$ cat src/rtl/timer_counter_if.sv
// Bridge-side register bus for the DEV_TC timer/counter.
// The master drives the write strobe, address and data. The slave returns read data and irq.
interface timer_counter_if #(parameter int ADDR_WD = 8);
    logic               we;
    logic [ADDR_WD-1:0] addr;
    logic [31:0]        wd;
    logic [31:0]        rd;
    logic               irq;

    modport master (output we, addr, wd, input rd, irq);
    modport slave  (input we, addr, wd, output rd, irq);
endinterface

$ cat src/rtl/timer_counter.sv
// DEV_TC memory-mapped down-counter with one-shot and auto-reload modes, plus a level irq.
// Optional macro TC_COUNT_WR_EN makes COUNT (0x08) writable.
module timer_counter #(
    parameter int ADDR_WD = 8
) (
    input  logic           clk,
    input  logic           rst_n,
    timer_counter_if.slave bus
);

    typedef enum logic [1:0] {S_IDLE, S_LOAD, S_CNT, S_INT} state_t;

    state_t      state, state_nxt;
    logic        en, im;
    logic [1:0]  mode;
    logic [31:0] preset, count, count_nxt;
    logic        en_clr;

    logic [ADDR_WD-3:0] word;
    logic               wr_ctrl, wr_preset, auto_rl, run;
    logic               unused_addr_lsb;

    assign word            = bus.addr[ADDR_WD-1:2];
    assign unused_addr_lsb = ^bus.addr[1:0];
    assign wr_ctrl         = bus.we && (word == (ADDR_WD-2)'(0));
    assign wr_preset       = bus.we && (word == (ADDR_WD-2)'(1));
    assign auto_rl         = (mode == 2'b01);
    // A CTRL write in the same cycle overrides the registered EN, so a stop request is never lost.
    assign run             = wr_ctrl ? bus.wd[0] : en;

    always_comb begin
        state_nxt = state;
        count_nxt = count;
        en_clr    = 1'b0;
        case (state)
            S_IDLE: if (en) state_nxt = S_LOAD;
            S_LOAD: begin
                count_nxt = preset;
                state_nxt = S_CNT;
            end
            S_CNT: begin
                if (!run)
                    state_nxt = S_IDLE;
                else if (count != 32'd0)
                    count_nxt = count - 32'd1;
                else begin
                    state_nxt = S_INT;
                    en_clr    = !auto_rl;
                end
            end
            S_INT: begin
                if (auto_rl)
                    state_nxt = S_LOAD;
                else if (wr_ctrl)
                    state_nxt = S_IDLE;
            end
            default: state_nxt = S_IDLE;
        endcase
`ifdef TC_COUNT_WR_EN
        if (bus.we && (word == (ADDR_WD-2)'(2)))
            count_nxt = bus.wd;
`endif
    end

    always_ff @(posedge clk or negedge rst_n) begin
        if (!rst_n) begin
            state  <= S_IDLE;
            count  <= '0;
            preset <= '0;
            en     <= 1'b0;
            mode   <= 2'b00;
            im     <= 1'b0;
        end else begin
            state <= state_nxt;
            count <= count_nxt;
            if (wr_preset)
                preset <= bus.wd;
            if (wr_ctrl) begin
                en   <= bus.wd[0];
                mode <= bus.wd[2:1];
                im   <= bus.wd[3];
            end else if (en_clr) begin
                en <= 1'b0;
            end
        end
    end

    always_comb begin
        bus.rd = '0;
        case (word)
            (ADDR_WD-2)'(0): bus.rd = {28'd0, im, mode, en};
            (ADDR_WD-2)'(1): bus.rd = preset;
            (ADDR_WD-2)'(2): bus.rd = count;
            default:         bus.rd = '0;
        endcase
    end

    assign bus.irq = (state == S_INT) && im;

endmodule

$ cat src/flat_wrapper.sv
// flat-port wrapper written by rule: the top's interface ports become plain ports
module timer_counter_flat 
#(
    parameter int ADDR_WD = 8
)
  (clk, rst_n, bus_we, bus_addr, bus_wd, bus_rd, bus_irq);
  timer_counter_if #(.ADDR_WD(ADDR_WD)) bus_i ();
  input  logic clk;
  input  logic rst_n;
  input wire logic [$bits(bus_i.we)-1:0] bus_we;
  input wire logic [$bits(bus_i.addr)-1:0] bus_addr;
  input wire logic [$bits(bus_i.wd)-1:0] bus_wd;
  output wire logic [$bits(bus_i.rd)-1:0] bus_rd;
  output wire logic [$bits(bus_i.irq)-1:0] bus_irq;
  assign bus_i.we = bus_we;
  assign bus_i.addr = bus_addr;
  assign bus_i.wd = bus_wd;
  assign bus_rd = bus_i.rd;
  assign bus_irq = bus_i.irq;
  timer_counter #(.ADDR_WD(ADDR_WD)) u_core (.clk(clk), .rst_n(rst_n), .bus(bus_i));
endmodule
$ cat config.mk
export PLATFORM = sky130hd
export DESIGN_NAME = timer_counter_flat
export DESIGN_NICKNAME = d
export VERILOG_FILES = /design/src/rtl/timer_counter_if.sv /design/src/rtl/timer_counter.sv /design/src/flat_wrapper.sv
export SDC_FILE = /design/constraint.sdc
export NUM_CORES = 1
export LEC_CHECK = 0
export ABC_AREA = 1
export CORE_ASPECT_RATIO = 0.75
export CORE_MARGIN = 4
export CORE_UTILIZATION = 58
export DETAILED_ROUTE_END_ITERATION = 10
export PLACE_DENSITY = 0.94
export SLEW_MARGIN = 10
export SYNTH_ARGS = -nofsm -noshare
export SYNTH_HDL_FRONTEND = slang
export SYNTH_SLANG_ARGS = --single-unit
$ cat constraint.sdc
create_clock -name clk -period 4.8 [get_ports clk]
set_input_delay 0.72 -clock clk [delete_from_list [all_inputs] [get_ports clk]]
set_output_delay 0.72 -clock clk [all_outputs]
set_load 0.02 [all_outputs]
==> run summary <==
The final clock period utilization by the worst path came out at 80.1%. In this run the power density over the cells is 485 nW/um^2. For the endpoint arrival time on the critical path, the log shows 3130 ps. Slack of the critical path: 953 ps. On the critical path, the stage with the largest delay is an instance of sky130_fd_sc_hd__clkdlybuf4s50_1. Among the stages of the critical path, the cell type that occurs most often is sky130_fd_sc_hd__clkdlybuf4s50_1.

Max-cap violations in this run came to 0. The largest total area in the synthesized netlist belongs to sky130_fd_sc_hd__dfrtp_1. The slew at the pin closest to its max-slew limit is 932 ps. Once the floorplan was initialized, standard cells occupied 60.4% of the core. The clock passes through at most 2 buffers. The global-route wire length before repair was 21,200 um; the total number of vias was 4,600. Number of failing hold endpoints at the final stage: 0. STA puts the critical path data required time at 4080 ps. In the global route stage, overall resource usage came out at 29.2%.

The clock period could shrink to 3850 ps. Of all nets on the critical path, the largest fanout is 20. The setup slack after placement is 964 ps. TritonCTS built the clock tree. Class of the most critical hold timing path: in2async.

Of all flip-flops after synthesis, the portion carrying an async set or reset was 100%. Clock tree synthesis found a total of 70 sinks. The final layout contains 766 nets. The insertion delay to the later sink of the worst-skew pair came out at 370 ps. Setup violations remaining at the end of the flow were counted as 0. The endpoint kind of the worst setup timing path was an output pin. The tools report the number of I/O pins as 76.

Summed instance area of the synthesized netlist: 4510 um^2. The number of antenna diodes in the final layout is 0. Setup slack on the worst reg-to-reg path comes out at 1910 ps. STA classifies the critical path startpoint as an input pin. The number of max-slew violations in the final report came out at 0.

The run finished with clean final reports. The clock transition at the registers of the reported paths is 80 ps, and the die boundary height is 84.4 um. For the post-synthesis cell type count, the log shows 31. Counting every net in the synthesized netlist gives 700.

Relative to the synthesized area, the layout overhead comes to 21.1%. The first detailed-routing pass took 6 iterations. After detailed routing, the number of remaining DRC violations is 0.

For the core region area, the log shows 7470 um^2. The synthesized design contains 70 register bits. The initial antenna violation count came out at 0.

Clock tree synthesis inserted a total of 9 buffers. The signal on the critical path passes through clkdlybuf4s50_1 -> nor2_2 -> nand4_1 -> buf_4 -> inv_1 -> nand2_1 -> o211ai_1 -> clkdlybuf4s50_1. Static timing analysis puts the maximum clock frequency at 260 MHz. On the worst path, the slowest cell contributes a delay of 650 ps.

The root buffer cell was sky130_fd_sc_hd__clkbuf_8. The maximum number of pins on one net before global-route repair was 46. The final sum of negative setup slack was 0 ps.

Number of port buffers: 73. Setup repair after global routing left no endpoint under its margin. The final RePlAce weighted congestion was 0.970; the number of vias per cell was 5.59.

For this run, the register share of the synthesized area comes to 38.9%. The most used flip-flop cell after synthesis is sky130_fd_sc_hd__dfrtp_1. The H-tree generated during clock tree synthesis spans 3 levels. The detailed placement HPWL was 9150 um. Once detail routing completed, the nets flagged for antenna violations numbered 0.

Synthesis produced a netlist whose cell count is 652. The category of the most critical setup path is in2out. The final wirelength is 12,600 um, and the via count of the first global-routing pass is 4,354. In the final layout, the share of cells above drive strength 1 is 8.59%. Number of buffers inserted by post-CTS setup repair: 0. Measured against its own limit, the worst slew margin works out to 37.6%. The floorplan step defined a die boundary enclosing 9260 um^2. The detailed router finished its first iteration with 361 violations. The tools report the worst supply voltage drop on vdd as 0.000254 V. Number of synthesized flops with an enable pin: 0.

The average instance in the mapped netlist occupies 6.91 um^2. For this design, the CTS-stage hold fixing added 0 buffers. The die span in x is 110 um, and the residual overflow from global routing is 0. After detailed routing, the average wire length per cell comes to 15.3 um. The analysis attributes to cell leakage a power of 2.62 nW.

Number of gates given a new drive strength after cts: 0. The floorplan has 27 rows. Yosys printed 0 warnings. By area the synthesized netlist is led by sky130_fd_sc_hd__dfrtp_1 39%, sky130_fd_sc_hd__nand2_1 18%, sky130_fd_sc_hd__nor2_1 6.9%. After synthesis, the largest area contributor takes up 38.9% of total cell area. The worst-case clock skew was 12.4 ps.
through the flow:
stage                     utilization [%]  instances  hold slack, ps  total power, W  instance area, um^2
after detailed placement             70.6        808             514         0.00215                 5270
after global placement               70.6        808             499         0.00208                 5270
after floorplan                         -        652             424         0.00186                 4510
after CTS                            73.1        823             385         0.00263                 5460
final                                73.1        823             369         0.00265                 5460
after global routing                 73.1        823             423         0.00287                 5460
state kept, by name (all words and copies together), names as in the netlist:
register,cells
u_core.count,32
u_core.en,1
u_core.im,1
u_core.mode,2
u_core.preset,32
u_core.state,2
cells by family after synthesis:
family / synth area share [%]
and+or+nand+nor: 35.1
AOI/OAI and AO/OA: 11.4
buffers and inverters: 8.47
DFF: 38.9
muxes: 4.75
adders and majority gates: 1.39
path summary, 6_finish.rpt:
kind | startpoint | to | cells after the start
worst max-delay path | bus_addr[7] | bus_rd[0] | 8
worst min-delay path | rst_n | u_core.state[0] | 1
worst max register to register | u_core.state[0] | u_core.count[4] | 9
worst min register to register | u_core.preset[30] | u_core.preset[30] | 2
max in group asynchronous | rst_n | u_core.count[31] | 2
min in group clk | u_core.preset[30] | u_core.preset[30] | 2
layout by cell type (no fill, tap or decap), drive strengths merged, types with 5 or more instances in the layout:
cell type	count
inv	68
a21oi	13
buf	6
nor2	93
nand3	48
ha	5
clkdlybuf4s50	72
o21ai	61
o22ai	12
nand4	9
mux2	19
clkbuf	9
nand2	223
dfrtp	70
Yosys cell counts (3+ instances only):
cell	number
sky130_fd_sc_hd__mux2_2	14
sky130_fd_sc_hd__o21ai_1	10
sky130_fd_sc_hd__a21oi_1	13
sky130_fd_sc_hd__nand2_1	218
sky130_fd_sc_hd__ha_1	5
sky130_fd_sc_hd__inv_1	66
sky130_fd_sc_hd__buf_6	4
sky130_fd_sc_hd__nor2_2	6
sky130_fd_sc_hd__buf_2	8
sky130_fd_sc_hd__nand4_1	9
sky130_fd_sc_hd__o221ai_1	3
sky130_fd_sc_hd__nor2_1	83
sky130_fd_sc_hd__o21ai_2	6
sky130_fd_sc_hd__nand2_2	4
sky130_fd_sc_hd__mux2_1	5
sky130_fd_sc_hd__dfrtp_1	70
sky130_fd_sc_hd__o21ai_0	45
sky130_fd_sc_hd__clkbuf_1	10
sky130_fd_sc_hd__nand3_1	45
sky130_fd_sc_hd__o22ai_1	12
sky130_fd_sc_hd__nand3_2	3
sky130_fd_sc_hd__nor2_4	3
power breakdown:
| group | switching (W) | internal (W) | leakage [nW] |
|---|---|---|---|
| logic | 0.000848 | 0.000390 | 1.67 |
| clock network | 0.000242 | 0.000236 | 0.0911 |
| registers | 0.000180 | 0.000753 | 0.852 |
metal layers:
layer / wire (um) / vias to the layer above / track usage (%)
li1: - / 2218 / -
met1: 5610 / 2114 / 41.5
met2: 5470 / 238 / 43.4
met3: 1260 / 30 / 7.69
met4: 252 / 0 / 9.17
met5: 0 / - / 0
cell type report:
class | count | area, um^2
clock buffers | 9 | 124
fillers | 585 | 2010
multi-input cells | 491 | 2370
inverters | 68 | 255
well taps | 101 | 126
clock inverters | 6 | 63.8
flip-flops and latches | 70 | 1750
repair buffers | 78 | 763
critical path, delay by kind of cell:
kind | cells | cell delay (ps)
buf+inv | 4 | 1810
simple gates | 3 | 460
compound gates | 1 | 140
(Power assumes the default switching activity.)
